--- src/rtl/row_transfer_engine_pkg.sv ---
// ============================================================================
// Module      : row_transfer_engine_pkg
// Description : Shared definitions for the row transfer engine. Holds the
//               mode encodings, the FSM state type and a helper that builds
//               a DDR word address of the form {prefix, row, word}.
// Revision    : 1.0 - initial release
// ============================================================================
`default_nettype none

package row_transfer_engine_pkg;

    // Transfer mode encodings (bit 0 = write phase, bit 1 = read phase)
    localparam logic [1:0] MODE_NONE       = 2'b00;
    localparam logic [1:0] MODE_WRITE      = 2'b01;
    localparam logic [1:0] MODE_READ       = 2'b10;
    localparam logic [1:0] MODE_WRITE_READ = 2'b11;

    typedef enum logic [1:0] {
        ST_IDLE  = 2'd0,
        ST_WRITE = 2'd1,
        ST_READ  = 2'd2,
        ST_DONE  = 2'd3
    } state_t;

    // Builds {prefix, row, word} in a 64-bit container; the caller narrows
    // the result to its own address width.
    function automatic logic [63:0] compose_address(
        input logic [63:0] prefix,
        input logic [63:0] row,
        input logic [63:0] word,
        input int          row_bits,
        input int          word_bits
    );
        return (prefix << (row_bits + word_bits)) | (row << word_bits) | word;
    endfunction

endpackage

`default_nettype wire

--- src/rtl/row_transfer_engine_if.sv ---
// ============================================================================
// Module      : row_transfer_engine_if
// Description : Word-wide DDR controller handshake used by the row transfer
//               engine. master = engine side, slave = controller side.
//   write/writeAddress/writeData   : write request level, address and word
//   writeAcknowledge               : controller consumed one write word
//   read/readAddress               : read request level and address
//   readData/readAcknowledge       : one read word delivered
//   refresh                        : one-cycle refresh request pulse
// Revision    : 1.0 - initial release
// ============================================================================
`default_nettype none

interface row_transfer_engine_if #(
    parameter int ADDR_BITS = 24,
    parameter int WORD_BITS = 16
);
    logic                 write;
    logic [ADDR_BITS-1:0] writeAddress;
    logic [WORD_BITS-1:0] writeData;
    logic                 writeAcknowledge;
    logic                 read;
    logic [ADDR_BITS-1:0] readAddress;
    logic [WORD_BITS-1:0] readData;
    logic                 readAcknowledge;
    logic                 refresh;

    modport master (
        output write, writeAddress, writeData,
        input  writeAcknowledge,
        output read, readAddress,
        input  readData, readAcknowledge,
        output refresh
    );

    modport slave (
        input  write, writeAddress, writeData,
        output writeAcknowledge,
        input  read, readAddress,
        output readData, readAcknowledge,
        input  refresh
    );
endinterface

`default_nettype wire

--- src/rtl/row_transfer_engine_row_word_mux.sv ---
// ============================================================================
// Module      : row_word_mux
// Description : Selects one WORD_BITS-wide word out of a ROW_BITS-wide row.
//   row   : full row, word k at bits [k*WORD_BITS +: WORD_BITS]
//   index : word number to select
//   word  : selected word (zero for an index past the last word)
// Revision    : 1.0 - initial release
// ============================================================================
`default_nettype none

module row_word_mux #(
    parameter int ROW_BITS   = 640,
    parameter int WORD_BITS  = 16,
    parameter int INDEX_BITS = 6
) (
    input  logic [ROW_BITS-1:0]   row,
    input  logic [INDEX_BITS-1:0] index,
    output logic [WORD_BITS-1:0]  word
);
    localparam int WORDS = ROW_BITS / WORD_BITS;

    logic [WORD_BITS-1:0] w_words [WORDS];

    generate
        for (genvar k = 0; k < WORDS; k++) begin : g_word
            assign w_words[k] = row[k*WORD_BITS +: WORD_BITS];
        end
    endgenerate

    always_comb begin
        word = '0;
        for (int k = 0; k < WORDS; k++) begin
            if (index == INDEX_BITS'(k)) begin
                word = w_words[k];
            end
        end
    end
endmodule

`default_nettype wire

--- src/rtl/row_transfer_engine.sv ---
// ============================================================================
// Module      : row_transfer_engine
// Description : Snapshots a display row on start, writes it to DDR one word
//               per acknowledge at {BASE, writeRowIndex, word}, then
//               optionally reads a row from {BASE, readRowIndex, word} into
//               readRow. Modes: 01 write-only, 10 read-only, 11 both.
// Ports       : clk, rst (async, active-low), start, mode, writeRowIndex,
//               readRowIndex, writeRow, readRow, busy, done, ddr (master
//               side of row_transfer_engine_if).
// Options     : ROW_XFER_REFRESH_EN - when defined, refresh pulses on phase
//               entry, every REFRESH_INTERVAL-th acknowledge and the final
//               word of a phase; otherwise refresh is tied low.
// Revision    : 1.0 - initial release
// ============================================================================
`default_nettype none

module row_transfer_engine
    import row_transfer_engine_pkg::*;
#(
    parameter int          ROW_BITS         = 640,
    parameter int          WORD_BITS        = 16,
    parameter int          ROW_INDEX_BITS   = 9,
    parameter int          WORD_INDEX_BITS  = 6,
    parameter int          ADDR_BITS        = 24,
    parameter int unsigned BASE             = 1,
    parameter int          REFRESH_INTERVAL = 18
) (
    input  logic                      clk,
    input  logic                      rst,
    input  logic                      start,
    input  logic [1:0]                mode,
    input  logic [ROW_INDEX_BITS-1:0] writeRowIndex,
    input  logic [ROW_INDEX_BITS-1:0] readRowIndex,
    input  logic [ROW_BITS-1:0]       writeRow,
    output logic [ROW_BITS-1:0]       readRow,
    output logic                      busy,
    output logic                      done,
    row_transfer_engine_if.master     ddr
);
    localparam int WORDS = ROW_BITS / WORD_BITS;
    localparam logic [WORD_INDEX_BITS-1:0] c_LAST_WORD = WORD_INDEX_BITS'(WORDS - 1);

    state_t                    r_state;
    state_t                    w_state_next;
    logic [WORD_INDEX_BITS-1:0] r_word_idx;
    logic [ROW_BITS-1:0]       r_snapshot;
    logic [ROW_INDEX_BITS-1:0] r_write_row_index;
    logic [ROW_INDEX_BITS-1:0] r_read_row_index;
    logic [1:0]                r_mode;
    logic                      w_accept;
    logic                      w_write_ack;
    logic                      w_read_ack;
    logic                      w_last_word;
    logic [WORD_BITS-1:0]      w_write_word;
    logic [ADDR_BITS-1:0]      w_write_address;
    logic [ADDR_BITS-1:0]      w_read_address;

    // Acks only count in the phase they belong to
    assign w_accept    = (r_state == ST_IDLE) && start && (mode != MODE_NONE);
    assign w_write_ack = (r_state == ST_WRITE) && ddr.writeAcknowledge;
    assign w_read_ack  = (r_state == ST_READ) && ddr.readAcknowledge;
    assign w_last_word = (r_word_idx == c_LAST_WORD);

    assign w_write_address = ADDR_BITS'(compose_address(64'(BASE), 64'(r_write_row_index),
                                  64'(r_word_idx), ROW_INDEX_BITS, WORD_INDEX_BITS));
    assign w_read_address  = ADDR_BITS'(compose_address(64'(BASE), 64'(r_read_row_index),
                                  64'(r_word_idx), ROW_INDEX_BITS, WORD_INDEX_BITS));

    row_word_mux #(
        .ROW_BITS   (ROW_BITS),
        .WORD_BITS  (WORD_BITS),
        .INDEX_BITS (WORD_INDEX_BITS)
    ) u_write_mux (
        .row   (r_snapshot),
        .index (r_word_idx),
        .word  (w_write_word)
    );

    always_ff @(posedge clk or negedge rst) begin
        if (!rst) begin
            r_state <= ST_IDLE;
        end else begin
            r_state <= w_state_next;
        end
    end

    // Outputs are decoded from the state so they are zero outside a phase
    always_comb begin
        w_state_next     = r_state;
        busy             = 1'b0;
        done             = 1'b0;
        ddr.write        = 1'b0;
        ddr.writeAddress = '0;
        ddr.writeData    = '0;
        ddr.read         = 1'b0;
        ddr.readAddress  = '0;
        case (r_state)
            ST_IDLE: begin
                if (w_accept) begin
                    w_state_next = (mode == MODE_READ) ? ST_READ : ST_WRITE;
                end
            end
            ST_WRITE: begin
                busy             = 1'b1;
                ddr.write        = 1'b1;
                ddr.writeAddress = w_write_address;
                ddr.writeData    = w_write_word;
                if (w_write_ack && w_last_word) begin
                    w_state_next = (r_mode == MODE_WRITE_READ) ? ST_READ : ST_DONE;
                end
            end
            ST_READ: begin
                busy            = 1'b1;
                ddr.read        = 1'b1;
                ddr.readAddress = w_read_address;
                if (w_read_ack && w_last_word) begin
                    w_state_next = ST_DONE;
                end
            end
            ST_DONE: begin
                busy         = 1'b1;
                done         = 1'b1;
                w_state_next = ST_IDLE;
            end
            default: w_state_next = ST_IDLE;
        endcase
    end

    // Word counter wraps to zero at each phase end, which also makes it the
    // word-0 index for the read phase on the write-to-read handover edge.
    always_ff @(posedge clk or negedge rst) begin
        if (!rst) begin
            r_word_idx        <= '0;
            r_snapshot        <= '0;
            r_write_row_index <= '0;
            r_read_row_index  <= '0;
            r_mode            <= MODE_NONE;
            readRow           <= '0;
        end else begin
            if (w_accept) begin
                r_word_idx        <= '0;
                r_snapshot        <= writeRow;
                r_write_row_index <= writeRowIndex;
                r_read_row_index  <= readRowIndex;
                r_mode            <= mode;
            end else if (w_write_ack || w_read_ack) begin
                r_word_idx <= w_last_word ? '0 : r_word_idx + 1'b1;
            end
            if (w_read_ack) begin
                readRow[r_word_idx*WORD_BITS +: WORD_BITS] <= ddr.readData;
            end
        end
    end

`ifdef ROW_XFER_REFRESH_EN
    localparam int REF_CNT_BITS = $clog2(REFRESH_INTERVAL + 1);

    logic [REF_CNT_BITS-1:0] r_ref_cnt;
    logic                    r_refresh;
    logic                    w_phase_ack;
    logic                    w_interval_hit;

    assign w_phase_ack    = w_write_ack || w_read_ack;
    assign w_interval_hit = w_phase_ack && (r_ref_cnt == REF_CNT_BITS'(REFRESH_INTERVAL - 1));

    // The last write ack is also the read-phase entry, so OR-ing the causes
    // yields a single pulse for that edge.
    always_ff @(posedge clk or negedge rst) begin
        if (!rst) begin
            r_ref_cnt <= '0;
            r_refresh <= 1'b0;
        end else begin
            r_refresh <= w_accept || w_interval_hit || (w_phase_ack && w_last_word);
            if (w_accept || w_interval_hit || (w_phase_ack && w_last_word)) begin
                r_ref_cnt <= '0;
            end else if (w_phase_ack) begin
                r_ref_cnt <= r_ref_cnt + 1'b1;
            end
        end
    end

    assign ddr.refresh = r_refresh;
`else
    assign ddr.refresh = 1'b0;
`endif

endmodule

`default_nettype wire

--- src/flat_wrapper.sv ---
// flat-port wrapper written by rule: the top's interface ports become plain ports
module row_transfer_engine_flat import row_transfer_engine_pkg::*;
#(
    parameter int          ROW_BITS         = 640,
    parameter int          WORD_BITS        = 16,
    parameter int          ROW_INDEX_BITS   = 9,
    parameter int          WORD_INDEX_BITS  = 6,
    parameter int          ADDR_BITS        = 24,
    parameter int unsigned BASE             = 1,
    parameter int          REFRESH_INTERVAL = 18
)
  (clk, rst, start, mode, writeRowIndex, readRowIndex, writeRow, readRow, busy, done, ddr_write, ddr_writeAddress, ddr_writeData, ddr_writeAcknowledge, ddr_read, ddr_readAddress, ddr_readData, ddr_readAcknowledge, ddr_refresh);
  row_transfer_engine_if #(.ADDR_BITS(ADDR_BITS), .WORD_BITS(WORD_BITS)) ddr_i ();
  input  logic clk;
  input  logic rst;
  input  logic start;
  input  logic [1:0] mode;
  input  logic [ROW_INDEX_BITS-1:0] writeRowIndex;
  input  logic [ROW_INDEX_BITS-1:0] readRowIndex;
  input  logic [ROW_BITS-1:0] writeRow;
  output logic [ROW_BITS-1:0] readRow;
  output logic busy;
  output logic done;
  output wire logic [$bits(ddr_i.write)-1:0] ddr_write;
  output wire logic [$bits(ddr_i.writeAddress)-1:0] ddr_writeAddress;
  output wire logic [$bits(ddr_i.writeData)-1:0] ddr_writeData;
  input wire logic [$bits(ddr_i.writeAcknowledge)-1:0] ddr_writeAcknowledge;
  output wire logic [$bits(ddr_i.read)-1:0] ddr_read;
  output wire logic [$bits(ddr_i.readAddress)-1:0] ddr_readAddress;
  input wire logic [$bits(ddr_i.readData)-1:0] ddr_readData;
  input wire logic [$bits(ddr_i.readAcknowledge)-1:0] ddr_readAcknowledge;
  output wire logic [$bits(ddr_i.refresh)-1:0] ddr_refresh;
  assign ddr_write = ddr_i.write;
  assign ddr_writeAddress = ddr_i.writeAddress;
  assign ddr_writeData = ddr_i.writeData;
  assign ddr_i.writeAcknowledge = ddr_writeAcknowledge;
  assign ddr_read = ddr_i.read;
  assign ddr_readAddress = ddr_i.readAddress;
  assign ddr_i.readData = ddr_readData;
  assign ddr_i.readAcknowledge = ddr_readAcknowledge;
  assign ddr_refresh = ddr_i.refresh;
  row_transfer_engine #(.ROW_BITS(ROW_BITS), .WORD_BITS(WORD_BITS), .ROW_INDEX_BITS(ROW_INDEX_BITS), .WORD_INDEX_BITS(WORD_INDEX_BITS), .ADDR_BITS(ADDR_BITS), .BASE(BASE), .REFRESH_INTERVAL(REFRESH_INTERVAL)) u_core (.clk(clk), .rst(rst), .start(start), .mode(mode), .writeRowIndex(writeRowIndex), .readRowIndex(readRowIndex), .writeRow(writeRow), .readRow(readRow), .busy(busy), .done(done), .ddr(ddr_i));
endmodule
--- config.mk ---
export PLATFORM = sky130hd
export DESIGN_NAME = row_transfer_engine_flat
export DESIGN_NICKNAME = d
export VERILOG_FILES = /design/src/rtl/row_transfer_engine_pkg.sv /design/src/rtl/row_transfer_engine_if.sv /design/src/rtl/row_transfer_engine_row_word_mux.sv /design/src/rtl/row_transfer_engine.sv /design/src/flat_wrapper.sv
export SDC_FILE = /design/constraint.sdc
export NUM_CORES = 2
export LEC_CHECK = 0
export ABC_CLOCK_PERIOD_IN_PS = 4100
export BUFFER_PORTS_ARGS = -buffer_cell sky130_fd_sc_hd__clkbuf_2
export CAP_MARGIN = 20
export CORE_AREA = 8 8 532 534
export DETAILED_ROUTE_END_ITERATION = 7
export DIE_AREA = 0 0 540 542
export PLACE_DENSITY_LB_ADDON = 0.2
export REMOVE_ABC_BUFFERS = 1
export SLEW_MARGIN = 10
export SYNTH_ARGS = -nofsm -noshare
export SYNTH_HDL_FRONTEND = slang
export SYNTH_SLANG_ARGS = --single-unit
--- constraint.sdc ---
create_clock -name clk -period 4.1 [get_ports clk]
set_input_delay 0.82 -clock clk [delete_from_list [all_inputs] [get_ports clk]]
set_output_delay 0.82 -clock clk [all_outputs]
set_load 0.02 [all_outputs]
==> impl_metrics.env <==
export IMPL_outcome="finished with violations"
export IMPL_violations="negative setup slack"
export IMPL_overflow=0
export IMPL_core_um2=275000
export IMPL_drt_iter0_drc=4397
export IMPL_num_vias=54700
export IMPL_post_route_period_util=1.17
export IMPL_critical_path_max_stage_delay_ns=0.40
export IMPL_groute_usage_overall=0.219
export IMPL_nets=8701
export IMPL_yosysSeqAreaShare=0.575
export IMPL_antenna_found_initial=29
export IMPL_fill_cells=29600
export IMPL_synth_area_top_cells="dfrtp_1 (57%), nand2_1 (19%), mux2_2 (3.8%)"
export IMPL_ant_nets=0
export IMPL_vdd_drop_max_v=0.000357
export IMPL_cap_viol_max_count=0
export IMPL_seq_area_um2=32700
export IMPL_viasPerCell=4.65
export IMPL_path_buf_inv=6
export IMPL_fin_hold_ws_ns=0.176
export IMPL_rr_worst_depth=24
export IMPL_power_mw=56.6
export IMPL_syn_avg_cell_area_um2=9.07
export IMPL_pin_count=1390
export IMPL_synth_seq_cells=1308
export IMPL_numPortBuffers=1372
export IMPL_end_kind="primary output"
export IMPL_preCtsSetupSlack_ns=-0.890
export IMPL_instances_no_fill=11800
export IMPL_cts_root_buffer="clkbuf_16"
export IMPL_hp_class="primary input to flip-flop"
export IMPL_detail_route_wl_per_cell_um=28.6
export IMPL_fmax_mhz=209
export IMPL_dieHeight_um=542
export IMPL_place_gp_congestion=0.963
export IMPL_finish_instance_area_um2=79900
export IMPL_clock_latency_ns=0.82
export IMPL_finClkSkew_ns=0.0644
export IMPL_path_common_cell="buf_4"
export IMPL_worstPathMaxFanout=13
export IMPL_htreeDepth=4
export IMPL_drive_gt1_frac=0.339
export IMPL_tightest_slew_ns=1.13
export IMPL_rsz0062_at_grt="yes"
export IMPL_worstPathArrival_ns=3.96
export IMPL_multi_input_area_um2=24000
export IMPL_layout_setup_ws_ns=-0.682
export IMPL_clkTransAtPathRegs_ns=0.06
export IMPL_synth_edf_count=0
export IMPL_crit_slowest_cell="dfrtp_1"
export IMPL_syn_area_um2=57000
export IMPL_grt_pass1_vias=55900
export IMPL_routed_wl_um=336000
export IMPL_p_per_area_nw_per_um2=708
export IMPL_hold_depth=3
export IMPL_hold_viol_final=0
export IMPL_dieArea_um2=293000
export IMPL_slew_headroom=0.246
export IMPL_tritoncts="done"
export IMPL_mostFrequentLayoutCells="nand2_1 (2792), clkbuf_2 (1355), dfrtp_1 (1303)"
export IMPL_grt_max_degree=119
export IMPL_yosysTopAreaCellShare=0.575
export IMPL_layout_commonest_cell="nand2_1"
export IMPL_die_w_um=540
export IMPL_cp_depth=14
export IMPL_synthToLayoutAreaGrowth_pct=40.3
export IMPL_place_inst=11300
export IMPL_drtPass1Iterations=7
export IMPL_placed_area_um2=71300
export IMPL_period_needed_ns=4.78
export IMPL_synth_ff_type="dfrtp_1"
export IMPL_row_count=193
export IMPL_yosysWarnings=0
export IMPL_synth_top_cell_by_area="dfrtp_1"
export IMPL_crit_chain="inv_2 -> ha_4 -> buf_12 -> and3b_2 -> buf_6 -> o211ai_1 -> buf_4 -> o221ai_4 -> a21oi_2 -> a21o_4 -> a211oi_4 -> nor2_1 -> buf_4 -> clkbuf_8"
export IMPL_drc=0
export IMPL_setup_viol=16
export IMPL_clockBufferDepth=4
export IMPL_hpwlAfterDp_um=264000
export IMPL_power_static_leakage_nw=40.5
export IMPL_worstSetupStartpointType="flip-flop"
export IMPL_slew_viol_final=0
export IMPL_grt_pass1_wl_um=462000
export IMPL_synthCells=6280
export IMPL_cts_sink_count=1308
export IMPL_crit_required_ns=3.28
export IMPL_synthArstFlopShare=1.00
export IMPL_start_util=0.207
export IMPL_path_class="flip-flop to primary output"
export IMPL_cp_top_family="compound AO/OA/AOI/OAI gates"
export IMPL_cts_buffers=164
export IMPL_synth_cell_types=99
[cells by family after synthesis]
kind of cell             synth area share
adder cells (fa/ha/maj)           0.00220
AO/OA/AOI/OAI                       0.107
AND/OR/NAND/NOR                     0.237
flip-flops                          0.575
XOR/XNOR                         0.000769
other                           0.0000658
buffers and inverters              0.0378
multiplexers                       0.0408
[report_power, final]
part           internal [mW]  total (mW)  switching [mW]
combinational           7.37        20.5            13.2
sequential              17.0        21.3            4.26
clock                   8.83        14.8            5.96
total                   33.2        56.6            23.4
[worst reg2reg max path: cells and delay by family (launching register included)]
kind	cells	cell delay, ns
buffers and inverters	19	2.14
and+or+nand+nor	4	0.90
DFF	1	0.38
muxes	1	0.31
[timing repair]
action | in CTS | in global routing
cloned | 3 | 2
endpoints found under the hold margin | 12 | 0
pin swaps | 96 | 89
gates resized for setup | 390 | 143
setup buffers | 87 | 45
endpoints found under the setup margin | 16 | 203
hold buffers | 1 | 0
[routing by layer]
metal  track usage  wire length [um]
met3        0.0450             21800
met2         0.375            161000
met4        0.0776             14800
met1         0.275            138000
met5             0                84
[synth_stat cells (all sizes together) (6+ instances only)]
cell and count:
a221oi 70, clkbuf 318, nor3b 8, nand3 139, o22ai 42, a221o 19, o211a 7, o211ai 26
o21a 8, mux2 203, nand4 28, dfrtp 1308, nand2 2822, nor2b 9, or3b 6, nor3 46
a21oi 68, or3 17, a211o 17, a22o 6, and2 38, nor4 11, o21ai 365, nand3b 6
o221ai 30, a32oi 7, a21o 8, a31oi 24, a211oi 28, o2111ai 11, buf 134, a2111oi 10
ha 10, inv 37, a22oi 21, o31ai 97, o311ai 6, nand2b 11, nor2 156, and3 23
[state kept, by name (all words and copies together), names as in the netlist]
signal	flops
u_core.r_write_row_index	9
u_core.r_read_row_index	9
u_core.r_mode	2
u_core.r_snapshot	640
u_core.r_word_idx	6
u_core.r_state	2
u_core.readRow	640
[path summary, 6_finish.rpt]
path | from | to | slack, ns
hold reg to reg | u_core.readRow[639]$_DFFE_PN0P_ | u_core.readRow[639]$_DFFE_PN0P_ | 0.47
max in group asynchronous | rst | u_core.readRow[340]$_DFFE_PN0P_ | 2.24
setup / recovery | u_core.r_word_idx[1]$_DFFE_PN0P_ | ddr_writeData[9] | -0.68
min in group asynchronous | rst | u_core.r_snapshot[488]$_DFFE_PN0P_ | 0.57
setup reg to reg | u_core.r_word_idx[1]$_DFFE_PN0P_ | u_core.readRow[297]$_DFFE_PN0P_ | 0.18
hold / removal | writeRow[320] | u_core.r_snapshot[320]$_DFFE_PN0P_ | 0.18
[cell type report]
cell class	count	area share
clock buffers	245	0.0615
well taps	3607	0.0565
flip-flops and latches	1308	0.410
multi-input cells	4498	0.300
diodes	15	0.000470
repair buffers	2000	0.163
clock inverters	40	0.00637
inverters	38	0.00189
[metrics by stage]
step / util / setup TNS (ns)
2_1_floorplan: - / -
3_3_place_gp: 0.259 / -5.53
3_5_place_dp: 0.260 / -5.45
4_1_cts: 0.288 / -10.69
5_1_grt: 0.291 / -10.40
6_report: 0.291 / -8.31
Note: power is estimated with default switching activity, not from simulation.
